==> src/rtl/ascon_stream_sequencer.sv <==
// ascon_stream_sequencer
//   Front-end between a bus/DMA block stream and an ASCON-128/128a core.
//   Buffers padded AD/PT blocks in a FIFO, sequences the core handshake for
//   one session (start, AD phase, PT phase, finalisation), returns the
//   ciphertext through a backpressured output register, captures the tag,
//   and aborts a session that waits too long on the core.
//
// Ports
//   clock_i, reset_i          clock, synchronous active-high reset
//   cmd_*                     session command (AD/PT block counts), cmd_ready_o in IDLE only
//   in_valid_i/in_ready_o     input block stream into the FIFO, in_data_i block
//   fifo_level_o              FIFO occupancy
//   core_start_o              one-cycle start pulse to the core
//   core_data_valid_o         one-cycle block issue, with core_last_o / core_data_o
//   core_ready_i              core can accept a block
//   core_cipher_valid_i/_i    ciphertext returned by the core
//   core_end_i, core_tag_i    finalisation done and tag
//   out_valid_o/out_ready_i   ciphertext output register, out_data_o / out_last_o
//   tag_o                     captured tag
//   done_o, err_o             one-cycle completion / error pulses
//   busy_o                    session in progress
module ascon_stream_sequencer #(
  parameter int DATA_W     = 64,
  parameter int FIFO_DEPTH = 8,
  parameter int CNT_W      = 8,
  parameter int TIMEOUT    = 1024
) (
  input  logic                            clock_i,
  input  logic                            reset_i,
  input  logic                            cmd_valid_i,
  output logic                            cmd_ready_o,
  input  logic [CNT_W-1:0]                cmd_n_ad_i,
  input  logic [CNT_W-1:0]                cmd_n_pt_i,
  input  logic                            in_valid_i,
  output logic                            in_ready_o,
  input  logic [DATA_W-1:0]               in_data_i,
  output logic [$clog2(FIFO_DEPTH):0]     fifo_level_o,
  output logic                            core_start_o,
  output logic                            core_data_valid_o,
  output logic                            core_last_o,
  output logic [DATA_W-1:0]               core_data_o,
  input  logic                            core_ready_i,
  input  logic                            core_cipher_valid_i,
  input  logic [DATA_W-1:0]               core_cipher_i,
  input  logic                            core_end_i,
  input  logic [127:0]                    core_tag_i,
  output logic                            out_valid_o,
  input  logic                            out_ready_i,
  output logic [DATA_W-1:0]               out_data_o,
  output logic                            out_last_o,
  output logic [127:0]                    tag_o,
  output logic                            done_o,
  output logic                            err_o,
  output logic                            busy_o
);

  localparam int PTR_W = $clog2(FIFO_DEPTH);
  localparam int LVL_W = PTR_W + 1;
  localparam int WD_W  = $clog2(TIMEOUT + 1);

  typedef enum logic [2:0] {
    S_IDLE,
    S_START,
    S_INIT_WAIT,
    S_AD,
    S_PT,
    S_GAP,
    S_CT_WAIT,
    S_TAG_WAIT
  } state_e;

  // ---------------------------------------------------------------------------
  // Registers
  // ---------------------------------------------------------------------------
  state_e              state_q;
  logic [CNT_W-1:0]    n_ad_q, n_pt_q;
  logic [CNT_W-1:0]    ad_cnt_q, pt_cnt_q;
  logic [WD_W-1:0]     wd_q;

  logic                core_start_q, core_dv_q, core_last_q;
  logic [DATA_W-1:0]   core_data_q;
  logic                out_valid_q, out_last_q;
  logic [DATA_W-1:0]   out_data_q;
  logic [127:0]        tag_q;
  logic                done_q, err_q;

  logic [DATA_W-1:0]   mem_q [FIFO_DEPTH];
  logic [PTR_W-1:0]    wr_ptr_q, rd_ptr_q;
  logic [LVL_W-1:0]    level_q;

  // ---------------------------------------------------------------------------
  // Combinational control
  // ---------------------------------------------------------------------------
  logic              fifo_empty, fifo_full;
  logic              push, pop;
  logic              ad_issue, pt_issue;
  logic              wd_count, timeout;
  logic [DATA_W-1:0] fifo_head;

  always_comb begin
    fifo_empty = (level_q == '0);
    fifo_full  = (level_q == LVL_W'(FIFO_DEPTH));
    fifo_head  = mem_q[rd_ptr_q];

    ad_issue = (state_q == S_AD) && !fifo_empty && core_ready_i;
    // A PT block is held back while ciphertext is still pending in the
    // output register, so the register can never be overwritten.
    pt_issue = (state_q == S_PT) && !fifo_empty && core_ready_i && !out_valid_q;

    push = in_valid_i && !fifo_full;
    pop  = ad_issue || pt_issue;

    wd_count = (state_q == S_INIT_WAIT) || (state_q == S_CT_WAIT) ||
               (state_q == S_TAG_WAIT) ||
               (((state_q == S_AD) || (state_q == S_PT)) && fifo_empty);
    timeout  = wd_count && (wd_q == WD_W'(TIMEOUT - 1));
  end

  // ---------------------------------------------------------------------------
  // Input FIFO
  // ---------------------------------------------------------------------------
  always_ff @(posedge clock_i) begin
    if (push) begin
      mem_q[wr_ptr_q] <= in_data_i;
    end
  end

  always_ff @(posedge clock_i) begin
    if (reset_i || timeout) begin
      wr_ptr_q <= '0;
      rd_ptr_q <= '0;
      level_q  <= '0;
    end else begin
      if (push) wr_ptr_q <= wr_ptr_q + 1'b1;
      if (pop)  rd_ptr_q <= rd_ptr_q + 1'b1;
      unique case ({push, pop})
        2'b10:   level_q <= level_q + 1'b1;
        2'b01:   level_q <= level_q - 1'b1;
        default: level_q <= level_q;
      endcase
    end
  end

  // ---------------------------------------------------------------------------
  // Session FSM with registered outputs
  // ---------------------------------------------------------------------------
  always_ff @(posedge clock_i) begin
    if (reset_i) begin
      state_q      <= S_IDLE;
      n_ad_q       <= '0;
      n_pt_q       <= '0;
      ad_cnt_q     <= '0;
      pt_cnt_q     <= '0;
      wd_q         <= '0;
      core_start_q <= 1'b0;
      core_dv_q    <= 1'b0;
      core_last_q  <= 1'b0;
      core_data_q  <= '0;
      out_valid_q  <= 1'b0;
      out_last_q   <= 1'b0;
      out_data_q   <= '0;
      tag_q        <= '0;
      done_q       <= 1'b0;
      err_q        <= 1'b0;
    end else begin
      core_start_q <= 1'b0;
      core_dv_q    <= 1'b0;
      core_last_q  <= 1'b0;
      done_q       <= 1'b0;
      err_q        <= 1'b0;

      // Free-running watchdog; every state transition below clears it.
      wd_q <= wd_count ? wd_q + 1'b1 : '0;

      if (out_valid_q && out_ready_i) begin
        out_valid_q <= 1'b0;
      end

      if (timeout) begin
        err_q       <= 1'b1;
        state_q     <= S_IDLE;
        ad_cnt_q    <= '0;
        pt_cnt_q    <= '0;
        out_valid_q <= 1'b0;
        out_last_q  <= 1'b0;
        wd_q        <= '0;
      end else begin
        unique case (state_q)
          S_IDLE: begin
            if (cmd_valid_i) begin
              n_ad_q   <= cmd_n_ad_i;
              n_pt_q   <= cmd_n_pt_i;
              ad_cnt_q <= '0;
              pt_cnt_q <= '0;
              if (cmd_n_pt_i == '0) begin
                err_q <= 1'b1;
              end else begin
                // Start pulse is raised on the accept edge so it appears
                // exactly one cycle after the command is taken.
                core_start_q <= 1'b1;
                tag_q        <= '0;
                state_q      <= S_START;
                wd_q         <= '0;
              end
            end
          end

          S_START: begin
            state_q <= S_INIT_WAIT;
            wd_q    <= '0;
          end

          S_INIT_WAIT: begin
            if (core_ready_i) begin
              state_q <= (n_ad_q != '0) ? S_AD : S_PT;
              wd_q    <= '0;
            end
          end

          S_AD: begin
            if (ad_issue) begin
              core_dv_q   <= 1'b1;
              core_data_q <= fifo_head;
              core_last_q <= (ad_cnt_q == n_ad_q - 1'b1);
              ad_cnt_q    <= ad_cnt_q + 1'b1;
              state_q     <= S_GAP;
              wd_q        <= '0;
            end
          end

          S_GAP: begin
            state_q <= (ad_cnt_q < n_ad_q) ? S_AD : S_PT;
            wd_q    <= '0;
          end

          S_PT: begin
            if (pt_issue) begin
              core_dv_q   <= 1'b1;
              core_data_q <= fifo_head;
              core_last_q <= (pt_cnt_q == n_pt_q - 1'b1);
              pt_cnt_q    <= pt_cnt_q + 1'b1;
              state_q     <= S_CT_WAIT;
              wd_q        <= '0;
            end
          end

          S_CT_WAIT: begin
            if (core_cipher_valid_i) begin
              out_data_q  <= core_cipher_i;
              out_valid_q <= 1'b1;
              out_last_q  <= (pt_cnt_q == n_pt_q);
              state_q     <= (pt_cnt_q < n_pt_q) ? S_PT : S_TAG_WAIT;
              wd_q        <= '0;
            end
          end

          S_TAG_WAIT: begin
            if (core_end_i) begin
              tag_q   <= core_tag_i;
              done_q  <= 1'b1;
              state_q <= S_IDLE;
              wd_q    <= '0;
            end
          end

          default: state_q <= S_IDLE;
        endcase
      end
    end
  end

  // ---------------------------------------------------------------------------
  // Outputs
  // ---------------------------------------------------------------------------
  assign cmd_ready_o       = (state_q == S_IDLE);
  assign busy_o            = (state_q != S_IDLE);
  assign in_ready_o        = !fifo_full;
  assign fifo_level_o      = level_q;
  assign core_start_o      = core_start_q;
  assign core_data_valid_o = core_dv_q;
  assign core_last_o       = core_last_q;
  assign core_data_o       = core_data_q;
  assign out_valid_o       = out_valid_q;
  assign out_data_o        = out_data_q;
  assign out_last_o        = out_last_q;
  assign tag_o             = tag_q;
  assign done_o            = done_q;
  assign err_o             = err_q;

endmodule

==> config.mk <==
export PLATFORM = sky130hd
export DESIGN_NAME = ascon_stream_sequencer
export DESIGN_NICKNAME = d
export VERILOG_FILES = /design/src/rtl/ascon_stream_sequencer.sv
export SDC_FILE = /design/constraint.sdc
export NUM_CORES = 1
export LEC_CHECK = 0
export CAP_MARGIN = 10
export CORE_ASPECT_RATIO = 0.7
export CORE_MARGIN = 3
export CORE_UTILIZATION = 57
export DETAILED_ROUTE_END_ITERATION = 8
export PLACE_DENSITY_LB_ADDON = 0.15
export REMOVE_ABC_BUFFERS = 1
export SLEW_MARGIN = 10
export SYNTH_ARGS = -nofsm -noshare
export SYNTH_HDL_FRONTEND = slang
export SYNTH_SLANG_ARGS = --single-unit
==> constraint.sdc <==
create_clock -name clock_i -period 22.3 [get_ports clock_i]
set_input_delay 2.23 -clock clock_i [delete_from_list [all_inputs] [get_ports clock_i]]
set_output_delay 2.23 -clock clock_i [all_outputs]
set_load 0.01 [all_outputs]
==> flow_summary.yaml <==
outcome:
  outcome: "finished clean"
die:
  die_area_um2: 59000
  initial_core_util: 0.586
  fp.dieH_um: 204
  num_io_pins: 550
  die_w_um: 289
  core_um2: 54500
  num_rows: 71
synthesis:
  async_flop_share: 0
  ys_ff_latch: 834
  syn_area_per_cell_um2: 14.2
  synth_seq_area_share: 0.683
  syn_inst: 2255
  synth-edff-count: 512
  synth_ff_type: "edfxtp_1"
  yosysWarnings: 0
  syn_area_um2: 31900
  synth_cell_types: 53
critical_path:
  critPathRequiredTime_ns: 22.83
  critPathCaptureType: "register"
  cpPeakStageDelay_ns: 0.84
  crit_path_start_kind: "input pin"
  worst-path-buf-inv: 3
  worstPathMaxFanout: 111
  arrival_ns: 5.86
  r2r_start: "state_q[1]$_SDFFE_PP0P_"
  worstPathCellList: "clkdlybuf4s50_1 > nor4_1 > nand2_1 > nand2_1 > a21o_4 > buf_4 > buf_4 > nand3b_1 > o21ai_0"
  critPathKind: "input pin to register"
  critPathSlowestCell: "buf_4"
  crit_family: "buffers and inverters"
  startpoint: "cmd_n_pt_i[1]"
power_and_ir_drop:
  p_per_area_nw_per_um2: 78.9
  p_leak_nw: 12.8
  irDropWorstVdd_uv: 69.4
flow_run:
  maxCapViolCount: 0
clock_tree:
  tritoncts: "yes"
  cts_buffers: 76
  clk_path_buf_depth: 3
  cts_sinks: 834
  clk_pin_slew_ns: 0.06
  root_buffer: "clkbuf_16"
  post_cts_buffers: 0
  cts_hold_buf: 0
  htree_num_levels: 3
  clock_latency_ns: 0.61
  cts_resized: 0
timing:
  hold_viol_final: 0
  worst_slew_pin_slew_ns: 1.13
  setup_viol: 0
  setup_ws_ns: 16.97
  skew_ns: 0.0159
  tns_ns: 0
  max_freq_mhz: 188
  drv_slew: 0
  maxSlewHeadroom: 0.248
  finalCritPeriodShare: 0.239
  period_minus_slack_ns: 5.33
  hold_slack_ns: 0.453
  rsz0062_at_grt: "no"
global_routing:
  antenna_found_initial: 8
  first_global_vias: 20700
  gr-total-overflow: 0
  grt_max_degree: 112
  track_usage: 0.276
  grt_pass1_wl_mm: 124
layout:
  final_common_cell: "clkdlybuf4s50_1"
  final_cell_mix: "548 x clkdlybuf4s50_1, 512 x edfxtp_1, 319 x dfxtp_1"
  final_core_util: 0.743
  final_nets: 3068
  fin_cells: 3557
  synthToLayoutAreaGrowth_pct: 26.9
  final_layout_size_suffix_gt1_frac: 0.104
  fillers: 3436
placed_design:
  dp_slack_ns: 16.45
  dp.final_hpwl_mm: 52.5
  dp_cells: 3412
  gp_congestion: 0.904
  io_buffers: 549
routing:
  drc: 0
  via_count: 20400
  vias_per_cell: 5.75
  drt_iter0_markers: 1743
  ant_nets: 0
  drt_first_pass_iters: 5
  wl_per_cell_um: 23.0
  wl_mm: 81.8
hold_path:
  min_path_type: "register to register"
  min_from: "out_data_o[13]$_SDFFE_PP0P_"
-- layout make-up --
cell class / instances / area [um2] / share of cell area
antenna: 3 / 7.51 / 0.000185
clock buffer: 103 / 2140 / 0.0527
clock inverter: 39 / 413 / 0.0102
inverter: 29 / 109 / 0.00268
multi-input combinational: 1243 / 9430 / 0.233
sequential: 834 / 21800 / 0.538
tap: 730 / 913 / 0.0225
timing repair buffer: 576 / 5700 / 0.141
-- registers in the layout, indices dropped and copies added, names as in the netlist, 8 cells and up, named ones only --
| register | flops |
|---|---|
| ad_cnt_q | 8 |
| core_data_o | 64 |
| mem_q | 512 |
| n_ad_q | 8 |
| n_pt_q | 8 |
| out_data_o | 64 |
| pt_cnt_q | 8 |
| tag_o | 128 |
| wd_q | 11 |
-- logic make-up (layout without fill, tap and decap cells) --
| kind of cell | Yosys count | after routing | share of synthesized area |
|---|---|---|---|
| flip-flops | 834 | 834 | 0.683 |
| AND/OR/NAND/NOR | 637 | 637 | 0.0965 |
| AO/OA/AOI/OAI | 336 | 336 | 0.0608 |
| multiplexers | 197 | 197 | 0.112 |
| buffers and inverters | 178 | 747 | 0.0242 |
| XOR/XNOR | 45 | 45 | 0.0123 |
| adder cells (fa/ha/maj) | 28 | 28 | 0.0112 |
| other | 0 | 3 | 0 |
-- report_power, final --
group / switching (W) / total (W) / internal (W)
Combinational: 0.000104 / 0.000195 / 0.0000910
Sequential: 0.0000155 / 0.00168 / 0.00166
Clock: 0.000554 / 0.00132 / 0.000770
Total: 0.000674 / 0.00320 / 0.00253
-- worst paths after layout --
kind	to	slack, ns	cells past startpoint
setup reg to reg	tag_o[33]$_SDFFE_PP0P_	17.95	7
hold / removal	out_data_o[13]$_SDFFE_PP0P_	0.45	2
hold reg to reg	out_data_o[13]$_SDFFE_PP0P_	0.45	2
setup / recovery	tag_o[33]$_SDFFE_PP0P_	16.97	9
-- worst min-delay path: cells and delay by family (launching register included) --
family,cells,cell delay (ns)
AOI/OAI and AO/OA,1,0.05
DFF,1,0.30
and+or+nand+nor,1,0.05
-- metrics by stage --
stage	area [um2]	total power, W
2_1_floorplan	31300	0.00180
3_3_place_gp	38000	0.00190
3_5_place_dp	38000	0.00191
4_1_cts	40500	0.00322
5_1_grt	40500	0.00331
6_report	40500	0.00320
-- metal layers --
layer	GRT usage	part of all wire	vias to the layer above
li1	-	-	9394
met1	0.370	0.40	10200
met2	0.450	0.49	675
met3	0.0628	0.074	171
met4	0.0946	0.032	10
met5	0	0.00088	-
-- synthesized netlist by cell type, types with 2 or more instances --
cell type,number,share of area
buf_2,34,0.0053
mux2i_1,69,0.022
and3_1,6,0.0012
o211ai_1,3,0.00070
clkbuf_1,99,0.012
or2_2,2,0.00039
o21ai_1,40,0.0063
or3_1,2,0.00039
buf_1,7,0.00082
nor2_1,117,0.014
nor3b_1,3,0.00070
nor2b_1,4,0.00078
a21oi_1,102,0.016
buf_6,8,0.0028
xnor2_1,21,0.0058
and3b_1,2,0.00055
nand2_1,303,0.036
inv_1,28,0.0033
o21ai_0,104,0.016
edfxtp_1,512,0.48
mux4_2,128,0.090
nor3_1,12,0.0019
a211oi_1,67,0.016
and4_1,3,0.00082
a21o_1,6,0.0014
xor2_1,24,0.0066
nand2b_1,7,0.0014
nor4_1,8,0.0016
nand3b_1,131,0.031
dfxtp_1,322,0.20
ha_1,27,0.011
nand4_1,11,0.0022
nand3_1,22,0.0034
o31ai_1,2,0.00047
(Power assumes the default switching activity.)
